## src/rtl/bcd_to_bin.sv

```systemverilog
// Sequential BCD-to-binary converter (reverse double-dabble), one result bit per clock.
// One shift-and-correct unit shared through a start/busy/done handshake.
module bcd_to_bin #(
    parameter int DIGITS = 4,
    parameter int BIN_W  = 14
) (
    input  logic                  clk,
    input  logic                  rst_n,
    input  logic                  start,
    input  logic [4*DIGITS-1:0]   bcd_in,
    output logic                  busy,
    output logic                  done,
    output logic                  err,
    output logic [BIN_W-1:0]      bin_out,
    output logic [1:0]            dbg_state
);

    localparam int S_W  = 4 * DIGITS;
    localparam int CW   = $clog2(BIN_W);
    localparam logic [CW-1:0] LAST = CW'(BIN_W - 1);

    // REJECT spends one busy cycle on a request with a non-decimal digit
    // so that its done lands two edges after acceptance.
    typedef enum logic [1:0] {
        IDLE   = 2'd0,
        SHIFT  = 2'd1,
        REJECT = 2'd2,
        DONE   = 2'd3
    } state_t;

    state_t            state_q;
    state_t            state_d;
    logic [S_W-1:0]    s_reg;
    logic [BIN_W-1:0]  a_reg;
    logic [CW-1:0]     cnt;
    logic [S_W-1:0]    s_shift;
    logic [S_W-1:0]    s_fix;
    logic [BIN_W-1:0]  a_shift;
    logic              bad_digit;

    always_comb begin
        s_shift = {1'b0, s_reg[S_W-1:1]};
        a_shift = {s_reg[0], a_reg[BIN_W-1:1]};
        s_fix   = s_shift;
        for (int d = 0; d < DIGITS; d++) begin
            if (s_shift[4*d +: 4] >= 4'd8)
                s_fix[4*d +: 4] = s_shift[4*d +: 4] - 4'd3;
        end
    end

    always_comb begin
        bad_digit = 1'b0;
        for (int d = 0; d < DIGITS; d++) begin
            if (bcd_in[4*d +: 4] > 4'd9)
                bad_digit = 1'b1;
        end
    end

    always_ff @(posedge clk) begin
        if (!rst_n)
            state_q <= IDLE;
        else
            state_q <= state_d;
    end

    always_comb begin
        state_d = state_q;
        case (state_q)
            IDLE: begin
                if (start)
                    state_d = bad_digit ? REJECT : SHIFT;
            end
            SHIFT: begin
                if (cnt == LAST)
                    state_d = DONE;
            end
            REJECT:  state_d = DONE;
            DONE:    state_d = IDLE;
            default: state_d = IDLE;
        endcase
    end

    always_ff @(posedge clk) begin
        if (!rst_n) begin
            s_reg   <= '0;
            a_reg   <= '0;
            cnt     <= '0;
            bin_out <= '0;
            err     <= 1'b0;
        end else begin
            case (state_q)
                IDLE: begin
                    if (start) begin
                        s_reg <= bcd_in;
                        a_reg <= '0;
                        cnt   <= '0;
                    end
                end
                SHIFT: begin
                    s_reg <= s_fix;
                    a_reg <= a_shift;
                    cnt   <= cnt + 1'b1;
                    if (cnt == LAST) begin
                        bin_out <= a_shift;
                        err     <= 1'b0;
                    end
                end
                REJECT: begin
                    s_reg   <= '0;
                    bin_out <= '0;
                    err     <= 1'b1;
                end
                default: ;
            endcase
        end
    end

    assign busy      = (state_q == SHIFT) || (state_q == REJECT);
    assign done      = (state_q == DONE);
    assign dbg_state = state_q;

endmodule

```

## config.mk

```make
export PLATFORM = sky130hd
export DESIGN_NAME = bcd_to_bin
export DESIGN_NICKNAME = d
export VERILOG_FILES = /design/src/rtl/bcd_to_bin.sv
export SDC_FILE = /design/constraint.sdc
export NUM_CORES = 1
export LEC_CHECK = 0
export ABC_AREA = 1
export ABC_CLOCK_PERIOD_IN_PS = 3400
export CAP_MARGIN = 5
export CORE_ASPECT_RATIO = 1.2
export CORE_UTILIZATION = 35
export CTS_CLUSTER_DIAMETER = 80
export DETAILED_ROUTE_END_ITERATION = 8
export PLACE_DENSITY_LB_ADDON = 0.12
export RECOVER_POWER = 25
export SLEW_MARGIN = 10
export SYNTH_ARGS = -nofsm -noshare
export SYNTH_HDL_FRONTEND = slang
export SYNTH_SLANG_ARGS = --single-unit
```

## constraint.sdc

```tcl
create_clock -name clk -period 3.4 [get_ports clk]
set_clock_uncertainty 0.05 [all_clocks]
set_input_delay 0.68 -clock clk [delete_from_list [all_inputs] [get_ports clk]]
set_output_delay 0.68 -clock clk [all_outputs]
set_load 0.05 [all_outputs]
```

==> results of run 1 <==
## stage by stage
stage | instance area (µm²) | util [%] | hold WS [ns] | power (mW) | setup WS, ns
floorplan | 2360 | - | 0.386 | 1.75 | 1.01
detailed placement | 2780 | 42.9 | 0.384 | 2.02 | 0.925
global route | 2880 | 44.4 | 0.421 | 2.62 | 0.544
CTS | 2900 | 44.7 | 0.399 | 2.45 | 0.643
global placement | 2780 | 42.9 | 0.380 | 2.00 | 0.934
finish | 2880 | 44.4 | 0.394 | 2.41 | 0.666
## routing by layer
metal | vias to the layer above | global-route usage [%]
met5 | - | 0
met4 | 0 | 8.65
met3 | 12 | 3.48
met2 | 51 | 28.4
met1 | 960 | 19.2
li1 | 1114 | -
## cell usage in the layout, fill, tap and decap left out, types with 3 or more instances in the layout
master           synthesis  routed
o21ai_0                 36      36
clkbuf_8                 0       5
nor3_1                   3       3
nor2_1                  14      14
a21oi_1                 59      60
inv_1                   37      38
ha_1                    13      13
a31oi_1                  3       3
clkdlybuf4s50_1          0      37
nand3_1                 25      25
dfxtp_1                 50      50
nand2_1                 43      46
## area by class of cell
type,count,area share [%]
tap,85,3.69
timing repair buffer,40,13.5
inverter,40,5.21
clock inverter,3,1.56
clock buffer,5,2.39
multi-input combinational,212,38.9
sequential,50,34.7
## worst min path at each step
stage | endpoint | slack (ns) | cells after the start | start
floorplan | a_reg[1] | 0.39 | 2 | a_reg[1]
global placement | bin_out[3] | 0.38 | 2 | bin_out[3]
detailed placement | bin_out[2] | 0.38 | 2 | bin_out[2]
CTS | bin_out[2] | 0.40 | 2 | bin_out[2]
global route | bin_out[12] | 0.42 | 2 | bin_out[12]
finish | bin_out[2] | 0.39 | 2 | bin_out[2]
## tightest hold or removal path, stage by stage (launching register included)
cell and delay [ns]:
dfxtp_1 0.32, inv_1 0.04, a21oi_1 0.05
## power groups by stage
stage | sequential, mW | clock (mW) | combinational (mW)
after global routing | 0.863 | 0.462 | 1.29
after CTS | 0.840 | 0.444 | 1.17
after global placement | 0.850 | 0 | 1.15
after detailed placement | 0.852 | 0 | 1.16
final | 0.840 | 0.426 | 1.14
after floorplan | 0.996 | 0 | 0.753
## cells by family (layout without fill, tap and decap cells)
group / after synthesis / count (layout) / synth area share, %
AOI/OAI and AO/OA: 108 / 108 / 24.5
adders and majority gates: 13 / 13 / 6.88
buffers and inverters: 53 / 88 / 9.69
DFF: 50 / 50 / 42.4
and+or+nand+nor: 91 / 91 / 16.6
==> results.yml, run 1 <==
setup_path:
  crit_family: "buffers and inverters"
  cp.required_ns: 2.67
  crit_path_cell_trace: "inv_1 > ha_1 > clkdlybuf4s50_1"
  arrival_ns: 2.00
  r2r-end: "s_reg[0]"
  rr_startpoint: "dbg_state[1]"
  worstPathMaxFanout: 5
  worstSetupEndpoint: "busy"
  critPathCaptureType: "output pin"
  reg2reg_slack_ns: 0.91
  cpPeakStageDelay_ns: 0.85
  start_kind: "register"
  cp.depth: 3
  reg2reg_depth: 7
  startpoint: "dbg_state[1]"
  critical_path_class: "register to output pin"
  critPathSlowestCell: "clkdlybuf4s50_1"
  crit_buf_inv: 2
routing:
  drt_wl_total_mm: 5.22
  via_per_inst: 4.91
  via_count: 2137
  remaining_drc_errors: 0
  dr.pass1.iters: 4
  dr_wl_met3_um: 243
  wl_met2_mm: 2.47
  wirelength_met1_mm: 2.35
  top_layer: "met4"
  drt_iter0_drc: 118
  routedWlPerCell_um: 12.0
  route.antenna.remaining_nets: 0
global_routing:
  grt_max_degree: 21
  grt_pass1_wl_mm: 9.34
  groute.usage.overall_pct: 16.5
  overflow: 0
  grt_pass1_vias: 2105
  grt_antenna_before_repair: 0
timing:
  finalSetupViolCount: 0
  min_period_ns: 2.73
  hold_violations: 0
  tightest_slew_ns: 0.699
  fmax_mhz: 366
  period_share_pct: 80.4
  maxSlewHeadroom_pct: 53.4
  final.setup.tns_ns: 0
  rsz0062_at_grt: "false"
  drv_slew: 0
die:
  dieArea_mm2: 0.00709
  core_mm2: 0.00649
  ios: 38
  die_y_um: 92.0
  die_w_um: 77.0
  rows: 32
  initial_utilization_pct: 36.4
synth:
  synth_edf_count: 0
  syn_area_mm2: 0.00236
  synthTopCellsByArea: "dfxtp_1, a21oi_1, o21ai_0"
  synth_cells: 315
  synth_warnings: 0
  yosys.area.top_type: "dfxtp_1"
  yosys-top-cells-count: "a21oi_1, dfxtp_1, nand2_1"
  ys_seq_elements: 50
  synthFlopType: "dfxtp_1"
  syn_avg_cell_area_um2: 7.50
  syn_nets: 347
  synth_top_area_share_pct: 42.4
  synth.most_common_cell: "a21oi_1"
  seq_area_frac_synth_pct: 42.4
  synth-async-reset-ratio_pct: 0
  synth.distinct_cells: 26
power:
  vdd_drop_max_uv: 341
  p_int_mw: 1.29
  switchingPower_mw: 1.11
  comb_power_share_pct: 47.4
  powerDensity_mw_per_mm2: 835
  leakage_nw: 1.07
  pwr-share-clk_pct: 17.7
  power_frac_seq_pct: 34.9
  switching_share_pct: 46.3
clocking:
  clk_pin_slew_ns: 0.09
  cts_buffer_depth: 2
  root_buffer: "clkbuf_8"
  hold_buffers: 0
  htree_levels: 2
  ctsResizeCount: 0
  clkSinkCount: 50
  numCtsBuffers: 5
  cts_setup_buffers: 0
  cts_tree: "yes"
  clock_latency_ns: 0.31
layout:
  filler_cell_count: 684
  stdcell_count: 435
  syn_to_final_growth_pct: 22.0
  largest_register_ffs: 16
  nets: 381
  multi_input_area_mm2: 0.00112
  drive_gt1_share_pct: 4.57
  register_area_mm2: 0.00100
  n_antenna_cell: 0
place:
  hpwl_mm: 3.82
  gp_congestion: 0.794
  port_buffers: 37
  dp.cells: 427
worst_hold_path:
  holdCritPathClass: "register to register"
run_status:
  status: "finished, final reports clean"
job:
  cap_violations: 0
No activity file was read; power rests on OpenSTA's default activity.
==> run 2: changes to the inputs <==
- ABC_CLOCK_PERIOD_IN_PS: 3400 -> 2300
- clock period: 3.4 -> 2.3 ns (I/O delays scaled with it)
==> run 2 against run 1 <==
Against the previous run: flip-flop and latch count did not move; global-route usage fell by 0.29 points; utilization rose by 0.33 points; die area did not move; clock power rose by 24%; critical endpoint is now done; combinational power rose by 56%; largest power group unchanged; worst hold slack got worse by 0.0013 ns; sequential power rose by 49%; routed wire length rose by 5.9%; power rose by 48%.
==> results.yml, run 2 (synthesized netlist as in run 1, its figures left out) <==
timing:
  fmax_mhz: 456
  rsz0062_at_grt: "false"
  maxSlewHeadroom_pct: 59.4
  tightest_slew_ns: 0.608
  drv_slew: 0
  finalSetupViolCount: 0
  worst_slack_ns: 0.108
  min_period_ns: 2.19
  final.setup.tns_ns: 0
  hold_violations: 0
  period_share_pct: 95.3
layout:
  drive_gt1_share_pct: 5.93
  filler_cell_count: 709
  final_common_cell: "a21oi_1"
  n_antenna_cell: 0
  nets: 385
  most-common-layout-cells: "a21oi_1, dfxtp_1, nand2_1, inv_1"
  largest_register_ffs: 16
  syn_to_final_growth_pct: 22.9
  stdcell_count: 439
  fin_area_mm2: 0.00290
setup_path:
  critPathCaptureType: "output pin"
  start_kind: "register"
  critPathSlowestCell: "clkdlybuf4s50_1"
  reg2reg_depth: 8
  cp.depth: 2
  arrival_ns: 1.68
  cpPeakStageDelay_ns: 0.79
  cp.required_ns: 1.79
  critical_path_class: "register to output pin"
  crit_family: "buffers and inverters"
  crit_buf_inv: 1
  worstPathMaxFanout: 5
  crit_path_cell_trace: "ha_1 > clkdlybuf4s50_1"
die:
  die_w_um: 77.0
  core_mm2: 0.00649
  die_y_um: 92.0
  rows: 32
  initial_utilization_pct: 36.4
  dieArea_mm2: 0.00709
  ios: 38
clocking:
  clk_pin_slew_ns: 0.09
  clock_latency_ns: 0.30
  root_buffer: "clkbuf_8"
  cts_tree: "yes"
  hold_buffers: 0
  numCtsBuffers: 5
  cts_setup_buffers: 0
  ctsResizeCount: 0
  htree_levels: 2
  cts_buffer_depth: 2
  clkSinkCount: 50
place:
  gp_congestion: 0.811
  port_buffers: 37
  hpwl_mm: 4.11
  dp.cells: 431
  pre_cts_ws_ns: 0.409
  placed_cell_area_mm2: 0.00283
power:
  leakage_nw: 1.10
  vdd_drop_max_uv: 505
  power.total_mw: 3.56
  powerDensity_mw_per_mm2: 1230
routing:
  routedWlPerCell_um: 12.6
  remaining_drc_errors: 0
  dr.pass1.iters: 4
  drt_wl_total_mm: 5.53
  via_count: 2176
  drt_iter0_drc: 70
  route.antenna.remaining_nets: 0
  via_per_inst: 4.96
global_routing:
  grt_pass1_wl_mm: 9.12
  grt_pass1_vias: 2057
  overflow: 0
  grt_max_degree: 20
  grt_antenna_before_repair: 0
  groute.usage.overall_pct: 16.2
job:
  cap_violations: 0
worst_hold_path:
  holdPathStages: 2
  holdCritPathClass: "register to register"
run_status:
  status: "finished, final reports clean"
-- run 2: changes by cell type in the layout (fill, tap and decap cells not counted), sizes merged --
cell / delta
clkbuf: +1
clkdlybuf4s50: -1
bufinv: -1
clkinv: +1
buf: +6
clkinvlp: -2
-- run 2: path summary, 6_finish.rpt --
| kind | startpoint | to | slack [ns] |
|---|---|---|---|
| worst min-delay path | bin_out[3] | bin_out[3] | 0.39 |
| worst min register to register | bin_out[3] | bin_out[3] | 0.39 |
| worst max-delay path | dbg_state[1] | done | 0.11 |
| worst max register to register | dbg_state[0] | a_reg[2] | 0.34 |
-- run 2: layer usage --
metal | GRT usage (%) | wire, µm | up-vias
li1 | - | - | 1127
met1 | 18.2 | 2470 | 988
met2 | 30.4 | 2770 | 54
met3 | 2.49 | 219 | 7
met4 | 6.29 | 74 | 0
met5 | 0 | 0 | -
-- run 2: per-stage QoR --
step | utilization, % | hold WS, ns
floorplan | - | 0.386
global placement | 43.6 | 0.380
detailed placement | 43.6 | 0.383
CTS | 45.0 | 0.397
global route | 44.8 | 0.419
finish | 44.8 | 0.393
-- run 2: report_power, final --
group	total, mW	internal, mW	switching, mW
registers	1.25	1.08	0.173
logic	1.78	0.586	1.19
clock network	0.529	0.243	0.286
-- run 2: tightest hold or removal path: stages, from the launching register on --
cell,delay (ns)
dfxtp_1,0.31
inv_1,0.04
a21oi_1,0.05
-- run 2: cell type report --
type / instances / area [µm²] / share of cell area, %
Multi-Input combinational cell: 212 / 1120 / 38.6
Clock inverter: 1 / 5.00 / 0.172
Inverter: 40 / 150 / 5.17
Tap cell: 85 / 106 / 3.66
Timing Repair Buffer: 44 / 433 / 14.9
Clock buffer: 7 / 86.3 / 2.97
Sequential cell: 50 / 1000 / 34.5
